### config.mk
export PLATFORM = sky130hd
export DESIGN_NAME = pipe_reg_chain
export DESIGN_NICKNAME = d
export VERILOG_FILES = /design/src/rtl/pipe_reg_chain.sv
export SDC_FILE = /design/constraint.sdc
export NUM_CORES = 1
export LEC_CHECK = 0
export CORE_ASPECT_RATIO = 1.5
export CORE_UTILIZATION = 45
export DETAILED_ROUTE_END_ITERATION = 10
export HOLD_SLACK_MARGIN = 0.06
export PLACE_DENSITY = 0.69
export SETUP_SLACK_MARGIN = 0.05
export SLEW_MARGIN = 20
export SYNTH_ARGS = -nofsm -noshare
export SYNTH_HDL_FRONTEND = slang
export SYNTH_SLANG_ARGS = --single-unit
### constraint.sdc
create_clock -name clk -period 5.5 [get_ports clk]
set_input_delay 1.375 -clock clk [delete_from_list [all_inputs] [get_ports clk]]
set_output_delay 1.375 -clock clk [all_outputs]
set_load 0.05 [all_outputs]
### src/rtl/pipe_reg_chain.sv
// pipe_reg_chain: DEPTH-stage valid/ready register chain with bubble collapsing, flush and occupancy count
// Ports: clk/reset (async, active-high), flush (sync clear of all valids),
//   in_valid/in_ready/in_data (upstream), out_valid/out_ready/out_data (downstream),
//   count (number of valid stages).
module pipe_reg_chain #(
  parameter int WIDTH = 8,
  parameter int DEPTH = 4,
  parameter logic [WIDTH-1:0] RESET_VAL = '0
) (
  input  logic                         clk,
  input  logic                         reset,
  input  logic                         flush,
  input  logic                         in_valid,
  output logic                         in_ready,
  input  logic [WIDTH-1:0]             in_data,
  output logic                         out_valid,
  input  logic                         out_ready,
  output logic [WIDTH-1:0]             out_data,
  output logic [$clog2(DEPTH+1)-1:0]   count
);
  localparam int CW = $clog2(DEPTH+1);
  logic [DEPTH-1:0] v_q, v_d, rdy, pv;
  logic [WIDTH-1:0] d_q [DEPTH];
  logic [WIDTH-1:0] d_d [DEPTH];
  logic [WIDTH-1:0] pd  [DEPTH];
  logic [CW-1:0]    count_q, count_d;
  logic             acc, emit;
  // A stage can load when it is empty or everything downstream can move;
  // the accumulator keeps rdy free of bit-to-bit self dependence.
  always_comb begin
    logic r;
    r = out_ready;
    rdy = '0;
    for (int i = DEPTH-1; i >= 0; i--) begin
      r = !v_q[i] | r;
      rdy[i] = r;
    end
  end
  assign in_ready  = rdy[0] & !flush;
  assign out_valid = v_q[DEPTH-1] & !flush;
  assign out_data  = d_q[DEPTH-1];
  assign acc       = in_valid & in_ready;
  assign emit      = out_valid & out_ready;
  assign count     = count_q;
  always_comb begin
    pv = (v_q << 1) | DEPTH'(acc);
    pd[0] = in_data;
    for (int i = 1; i < DEPTH; i++) pd[i] = d_q[i-1];
    for (int i = 0; i < DEPTH; i++) begin
      v_d[i] = !flush & (rdy[i] ? pv[i] : v_q[i]);
      d_d[i] = (!flush & rdy[i] & pv[i]) ? pd[i] : d_q[i];
    end
    count_d = flush ? '0 : count_q + CW'(acc) - CW'(emit);
  end
  always_ff @(posedge clk or posedge reset) begin
    if (reset) begin
      v_q     <= '0;
      count_q <= '0;
      for (int i = 0; i < DEPTH; i++) d_q[i] <= RESET_VAL;
    end else begin
      v_q     <= v_d;
      count_q <= count_d;
      for (int i = 0; i < DEPTH; i++) d_q[i] <= d_d[i];
    end
  end
endmodule

==> impl_metrics.csv, run 1 <==
group,metric,value,unit
outcome,run_status,"finished, final reports clean",
drt,vias_per_cell,5.01,
worst_setup_path,critPathMaxFanout,5,
clocking,worst_skew_pair.late_latency,290,ps
power_and_ir_drop,cellLeakagePower,0.923,nW
die,die_w,51.7,um
timing,timing.fmax,0.221,GHz
timing,timing.final.hold_violations,0,
timing,worstMarginPinSlew,650,ps
clocking,cts_tree,"built",
clocking,cts_setup_buffers,0,
grt,grt_pass1_vias,912,
grt,grt.overflow.total,0,
logic_synthesis,postSynthAreaPerCell,14.6,um2
timing,finalWorstSetupSlack,971,ps
clocking,cts_htree_levels,2,
final_layout,final.fill_count,290,
die,fp.dieArea,3950,um2
logic_synthesis,synth_area_leader_cell,"sky130_fd_sc_hd__dfrtp_1",
drt,finalWirelength,2500,um
timing,timing.slew.headroom,56.5,%
worst_setup_path,worst-endpoint-arrival,3150,ps
logic_synthesis,postSynthNetCount,130,
drt,route.detailed.drc,0,
timing,slew_viol_final,0,
drt,ant_nets,0,
final_layout,num-nets-final,151,
logic_synthesis,ys_seq_area_share,58.6,%
clocking,clock_tree.root_cell,"sky130_fd_sc_hd__clkbuf_8",
grt,grt_antenna_before_repair,0,
timing,final_min_period_over_clock_period,82.4,%
worst_setup_path,critPathCaptureType,"primary output",
clocking,cts_hold_buffers,0,
die,initial_core_utilization,47.8,%
die,fp-row-count,26,
final_layout,n_antenna_cell,0,
logic_synthesis,synth_largest_type_area_fraction,58.6,%
run,drv.max_cap_violation_count,0,
logic_synthesis,post_synth_instance_area,1670,um2
placement,hpwlAfterDp,1760,um
clocking,clock_path_buffers,2,
die,top_level_ports,26,
drt,final_routed_wire_length_divided_by_cell_count,14.1,um
logic_synthesis,synthTopCellsByArea,"sky130_fd_sc_hd__dfrtp_1 59%, sky130_fd_sc_hd__mux2_2 16%, sky130_fd_sc_hd__mux2_4 7.2%",
timing,fin_crit_period,4530,ps
logic_synthesis,synthesized_instance_count,114,
drt,vias,892,
clocking,cts_inserted_buffers,5,
clocking,post_cts.resized_instances,0,
clocking,path_clk_slew,70,ps
min_path,hold_path.class,"reg2reg",
logic_synthesis,ys.warnings.count,0,
die,core,3480,um2
logic_synthesis,ys_seq_elements,39,
drt,detail_route.first_pass.iterations,4,
final_layout,share_of_post_route_cells_with_drive_strength_above_1,32.4,%
power_and_ir_drop,power_density,441,nW/um2
timing,clock_skew_after_layout,4.48,ps
timing,finalSetupViolCount,0,
timing,grt_setup_unrepaired,"no",
worst_setup_path,worst_ep_required_time,4120,ps
die,dieHeight,76.5,um
placement,port_buffers,25,
grt,pin_count_of_the_biggest_net_entering_global_routing,40,
power_and_ir_drop,power.ir.vdd_worst,0.000273,V
clocking,clkSinkCount,39,
timing,finalSetupTns,0,ps
final_layout,flow.area_growth_from_synthesis,20.2,%
worst_setup_path,crit_path_start_kind,"input pin",
drt,first_drt_iteration_drcs,10,
placement,dpl_worst_slack,967,ps
worst_setup_path,critical_path_class,"in2out",
logic_synthesis,post_synth_num_cell_types,22,
grt,grt_first_pass_wirelength,4260,um
grt,grt_usage,15.3,%
placement,place_congestion,0.640,
## worst paths after layout
kind / startpoint / end / slack, ps / depth (start not counted)
max: out_ready / in_ready / 970 / 4
min: d_q[31]$_DFFE_PP0P_ / d_q[23]$_DFFE_PP0P_ / 510 / 1
max reg2reg: v_q[2]$_DFF_PP0_ / count[2]$_DFF_PP0_ / 2970 / 10
min reg2reg: d_q[31]$_DFFE_PP0P_ / d_q[23]$_DFFE_PP0P_ / 510 / 1
max in group asynchronous: reset / d_q[22]$_DFFE_PP0P_ / 3680 / 3
min in group asynchronous: reset / d_q[19]$_DFFE_PP0P_ / 1490 / 3
## synthesized netlist by cell type, drive strengths merged
cell,number
dfrtp,39
mux2,32
buf,11
nor2,8
inv,5
a21oi,4
nor2b,3
ha,2
a211o,1
and2,1
and4b,1
clkbuf,1
fa,1
nand2b,1
nor3b,1
or3b,1
xnor2,1
xor2,1
## report_power, final
group          switching [W]  leakage [nW]  total (W)  internal, W
logic               0.000127         0.376   0.000243     0.000115
registers          0.0000353         0.485   0.000396     0.000361
clock network      0.0000972        0.0612   0.000244     0.000147
## layer usage
layer  global-route usage [%]  routed length [um]
met1                     18.5                1080
met4                     8.11                  46
met2                     22.9                1260
met5                        0                   0
met3                     5.99                 117
## cells in the final DEF (no fill, tap or decap), drive strengths merged, types with 2 or more instances in the layout
| cell type | n |
|---|---|
| nor2b | 3 |
| ha | 2 |
| a21oi | 4 |
| dfrtp | 39 |
| mux2 | 32 |
| inv | 5 |
| clkbuf | 6 |
| clkdlybuf4s50 | 25 |
| nor2 | 8 |
## logic make-up (layout without fill, tap and decap cells)
group / Yosys count / count (layout) / share of synthesized area (%)
XOR/XNOR: 2 / 2 / 1.05
flip-flops: 39 / 39 / 58.6
multiplexers: 32 / 32 / 23.4
AND/OR/NAND/NOR: 16 / 16 / 5.56
adder cells (fa/ha/maj): 3 / 3 / 2.70
AO/OA/AOI/OAI: 5 / 5 / 2.03
buffers and inverters: 17 / 39 / 6.61
## critical path, stage by stage
cell and delay, ps:
sky130_fd_sc_hd__clkdlybuf4s50_1 500, sky130_fd_sc_hd__and4b_1 260, sky130_fd_sc_hd__a21oi_1 180, sky130_fd_sc_hd__clkdlybuf4s50_1 830
## registers in the layout, summed over array words and instances, names as in the netlist
| signal | cells |
|---|---|
| v_q | 4 |
| count | 3 |
| d_q | 24 |
| out_data | 8 |
## cell type report
cell class                 instances  area, um2  share of cell area, %
tap                               42       52.6                   2.63
multi-input combinational         58        579                   28.9
clock buffer                       6       82.6                   4.13
clock inverter                     2       35.0                   1.75
timing repair buffer              26        258                   12.9
sequential                        39        976                   48.8
inverter                           5       18.8                  0.938
## through the flow
stage / std cells / power, W / cell area, um2 / util [%] / hold WS [ps]
after global placement: 170 / 0.000639 / 1880 / 54.1 / 484
after floorplan: 114 / 0.000603 / 1670 / - / 474
after global routing: 178 / 0.000928 / 2000 / 57.5 / 518
after CTS: 178 / 0.000896 / 2000 / 57.5 / 510
final: 178 / 0.000883 / 2000 / 57.5 / 506
after detailed placement: 170 / 0.000649 / 1880 / 54.1 / 493
Note: power is estimated with default switching activity, not from simulation.
==> inputs of run 2 (changes only) <==
--- a/config.mk
+++ b/config.mk
@@ -9,7 +9,7 @@
 export CORE_UTILIZATION = 45
 export DETAILED_ROUTE_END_ITERATION = 10
 export HOLD_SLACK_MARGIN = 0.06
-export PLACE_DENSITY = 0.69
+export PLACE_DENSITY = 0.71
 export SETUP_SLACK_MARGIN = 0.05
 export SLEW_MARGIN = 20
 export SYNTH_ARGS = -nofsm -noshare
==> constraint.sdc (replaced) <==
create_clock -name clk -period 3.7 [get_ports clk]
set_input_delay 0.925 -clock clk [delete_from_list [all_inputs] [get_ports clk]]
set_output_delay 0.925 -clock clk [all_outputs]
set_load 0.05 [all_outputs]
==> impl_metrics.csv, run 2 (same netlist as run 1, synthesis figures left out) <==
group,metric,value,unit
power_and_ir_drop,swShare,30.1,%
timing,timing.final.hold_violations,0,
power_and_ir_drop,power.ir.vdd_worst,0.000404,V
drt,final_routed_wire_length_divided_by_cell_count,13.4,um
min_path,worst_hold_path.num_cells,1,
drt,route.detailed.drc,0,
final_layout,largest_register_ff_count,24,
grt,grt_first_pass_wirelength,4360,um
placement,port_buffers,25,
run,drv.max_cap_violation_count,0,
worst_setup_path,worst_ep_required_time,2770,ps
clocking,cts_tree,"built",
grt,pin_count_of_the_biggest_net_entering_global_routing,40,
clocking,clock_path_buffers,2,
power_and_ir_drop,p_seq_share,46.9,%
final_layout,seqCellArea,976,um2
drt,vias_per_cell,4.99,
final_layout,final_area,2010,um2
grt,grt_pass1_vias,920,
clocking,cts_htree_levels,2,
worst_setup_path,regToRegSetupSlack,1580,ps
placement,post_dp_cell_area,1910,um2
timing,clock_skew_after_layout,9.56,ps
final_layout,registers.top_by_ff_count,"d_q",
timing,slew_viol_final,0,
drt,vias,898,
die,dieHeight,76.5,um
die,die_w,51.7,um
final_layout,final.fill_count,284,
worst_setup_path,critPathMaxFanout,5,
drt,ant_nets,0,
worst_setup_path,critPathCaptureType,"primary output",
die,fp-row-count,26,
worst_setup_path,worst-endpoint-arrival,2140,ps
worst_setup_path,critical_path_class,"in2out",
die,fp.dieArea,3950,um2
timing,timing.slew.headroom,58.6,%
clocking,cts_inserted_buffers,5,
final_layout,commonest_cells_after_routing_fill_and_taps_aside,"39 x sky130_fd_sc_hd__dfrtp_1, 24 x sky130_fd_sc_hd__mux2_2, 23 x sky130_fd_sc_hd__clkdlybuf4s50_1",
die,core,3480,um2
min_path,hp-start,"d_q[31]$_DFFE_PP0P_",
grt,grt_usage,15.1,%
drt,finalWirelength,2410,um
power_and_ir_drop,power_density,628,nW/um2
power_and_ir_drop,cellLeakagePower,0.931,nW
clocking,path_clk_slew,70,ps
worst_setup_path,reg2regPathDepth,10,
clocking,post_cts.resized_instances,0,
clocking,cts_hold_buffers,0,
timing,fin_crit_period,3070,ps
min_path,hold_path.class,"reg2reg",
drt,detail_route.first_pass.iterations,3,
worst_setup_path,rr_startpoint,"v_q[2]$_DFF_PP0_",
timing,timing.fmax,0.326,GHz
power_and_ir_drop,pwr-share-clk,24.3,%
placement,hpwlAfterDp,1780,um
grt,grt_antenna_before_repair,0,
drt,first_drt_iteration_drcs,11,
grt,grt.overflow.total,0,
clocking,cts_setup_buffers,0,
die,top_level_ports,26,
timing,worstMarginPinSlew,618,ps
worst_setup_path,r2r_end,"count[2]$_DFF_PP0_",
final_layout,n_antenna_cell,0,
min_path,min_to,"d_q[23]$_DFFE_PP0P_",
final_layout,num-nets-final,153,
timing,final_min_period_over_clock_period,82.9,%
power_and_ir_drop,net-switching-power,0.000379,W
outcome,run_status,"finished, final reports clean",
clocking,worst_skew_pair.late_latency,290,ps
timing,finalSetupViolCount,0,
timing,grt_setup_unrepaired,"no",
power_and_ir_drop,internal-power,0.000880,W
worst_setup_path,crit_path_start_kind,"input pin",
final_layout,multi_input_comb_area,579,um2
power_and_ir_drop,power.combinational.fraction,28.8,%
final_layout,final_common_cell,"sky130_fd_sc_hd__dfrtp_1",
clocking,clock_tree.root_cell,"sky130_fd_sc_hd__clkbuf_8",
final_layout,share_of_post_route_cells_with_drive_strength_above_1,34.1,%
timing,finalSetupTns,0,ps
placement,place_congestion,0.703,
clocking,clkSinkCount,39,
final_layout,flow.area_growth_from_synthesis,20.5,%
die,initial_core_utilization,47.8,%
==> run 2: cell types whose count changed in the layout (fill, tap and decap cells not counted) <==
cell / change
sky130_fd_sc_hd__bufinv_16: -1
sky130_fd_sc_hd__buf_12: +1
sky130_fd_sc_hd__buf_4: +3
sky130_fd_sc_hd__clkdlybuf4s50_1: -2
sky130_fd_sc_hd__clkbuf_8: +1
sky130_fd_sc_hd__clkinv_2: -1
sky130_fd_sc_hd__clkbuf_1: +1
==> run 2: routing by layer <==
metal / global-route usage, % / up-vias / part of all wire, %
met1: 19.0 / 448 / 43
met5: 0 / - / 0
met4: 5.68 / 0 / 1.2
met3: 5.39 / 4 / 4.4
met2: 23.2 / 21 / 52
li1: - / 425 / -
==> run 2: critical path: stages <==
cell and delay, ps:
sky130_fd_sc_hd__clkdlybuf4s50_1 490, sky130_fd_sc_hd__and4b_1 260, sky130_fd_sc_hd__a21oi_1 290, sky130_fd_sc_hd__buf_12 180
==> run 2: power by group through the flow <==
stage                     Combinational (W)  Sequential, W  Clock, W
after floorplan                    0.000305       0.000592         0
after global placement             0.000359       0.000595         0
after detailed placement           0.000366       0.000602         0
after CTS                          0.000367       0.000593  0.000310
after global routing               0.000385       0.000608  0.000335
final                              0.000363       0.000591  0.000306
==> run 2: how the worst max path moves through the flow <==
stage / startpoint / to / cells past startpoint
detailed placement: out_ready / count[2]$_DFF_PP0_ / 11
CTS: out_ready / in_ready / 4
finish: out_ready / in_ready / 4
global placement: out_ready / count[2]$_DFF_PP0_ / 11
floorplan: flush / count[2]$_DFF_PP0_ / 10
global route: out_ready / in_ready / 4
==> run 2: through the flow <==
stage	setup WS (ps)	util [%]	std cells	hold WS [ps]	total power, W
global route	571	57.7	180	519	0.00133
detailed placement	585	54.8	172	488	0.000968
CTS	624	57.7	180	503	0.00127
floorplan	484	-	114	474	0.000897
global placement	647	54.8	172	482	0.000954
finish	632	57.7	180	499	0.00126
==> run 2: final cells by class <==
cell class	instances	area share, %
flip-flops and latches	39	48.6
inverters	5	0.935
clock buffers	8	4.99
well taps	42	2.62
repair buffers	28	14.0
multi-input cells	58	28.9
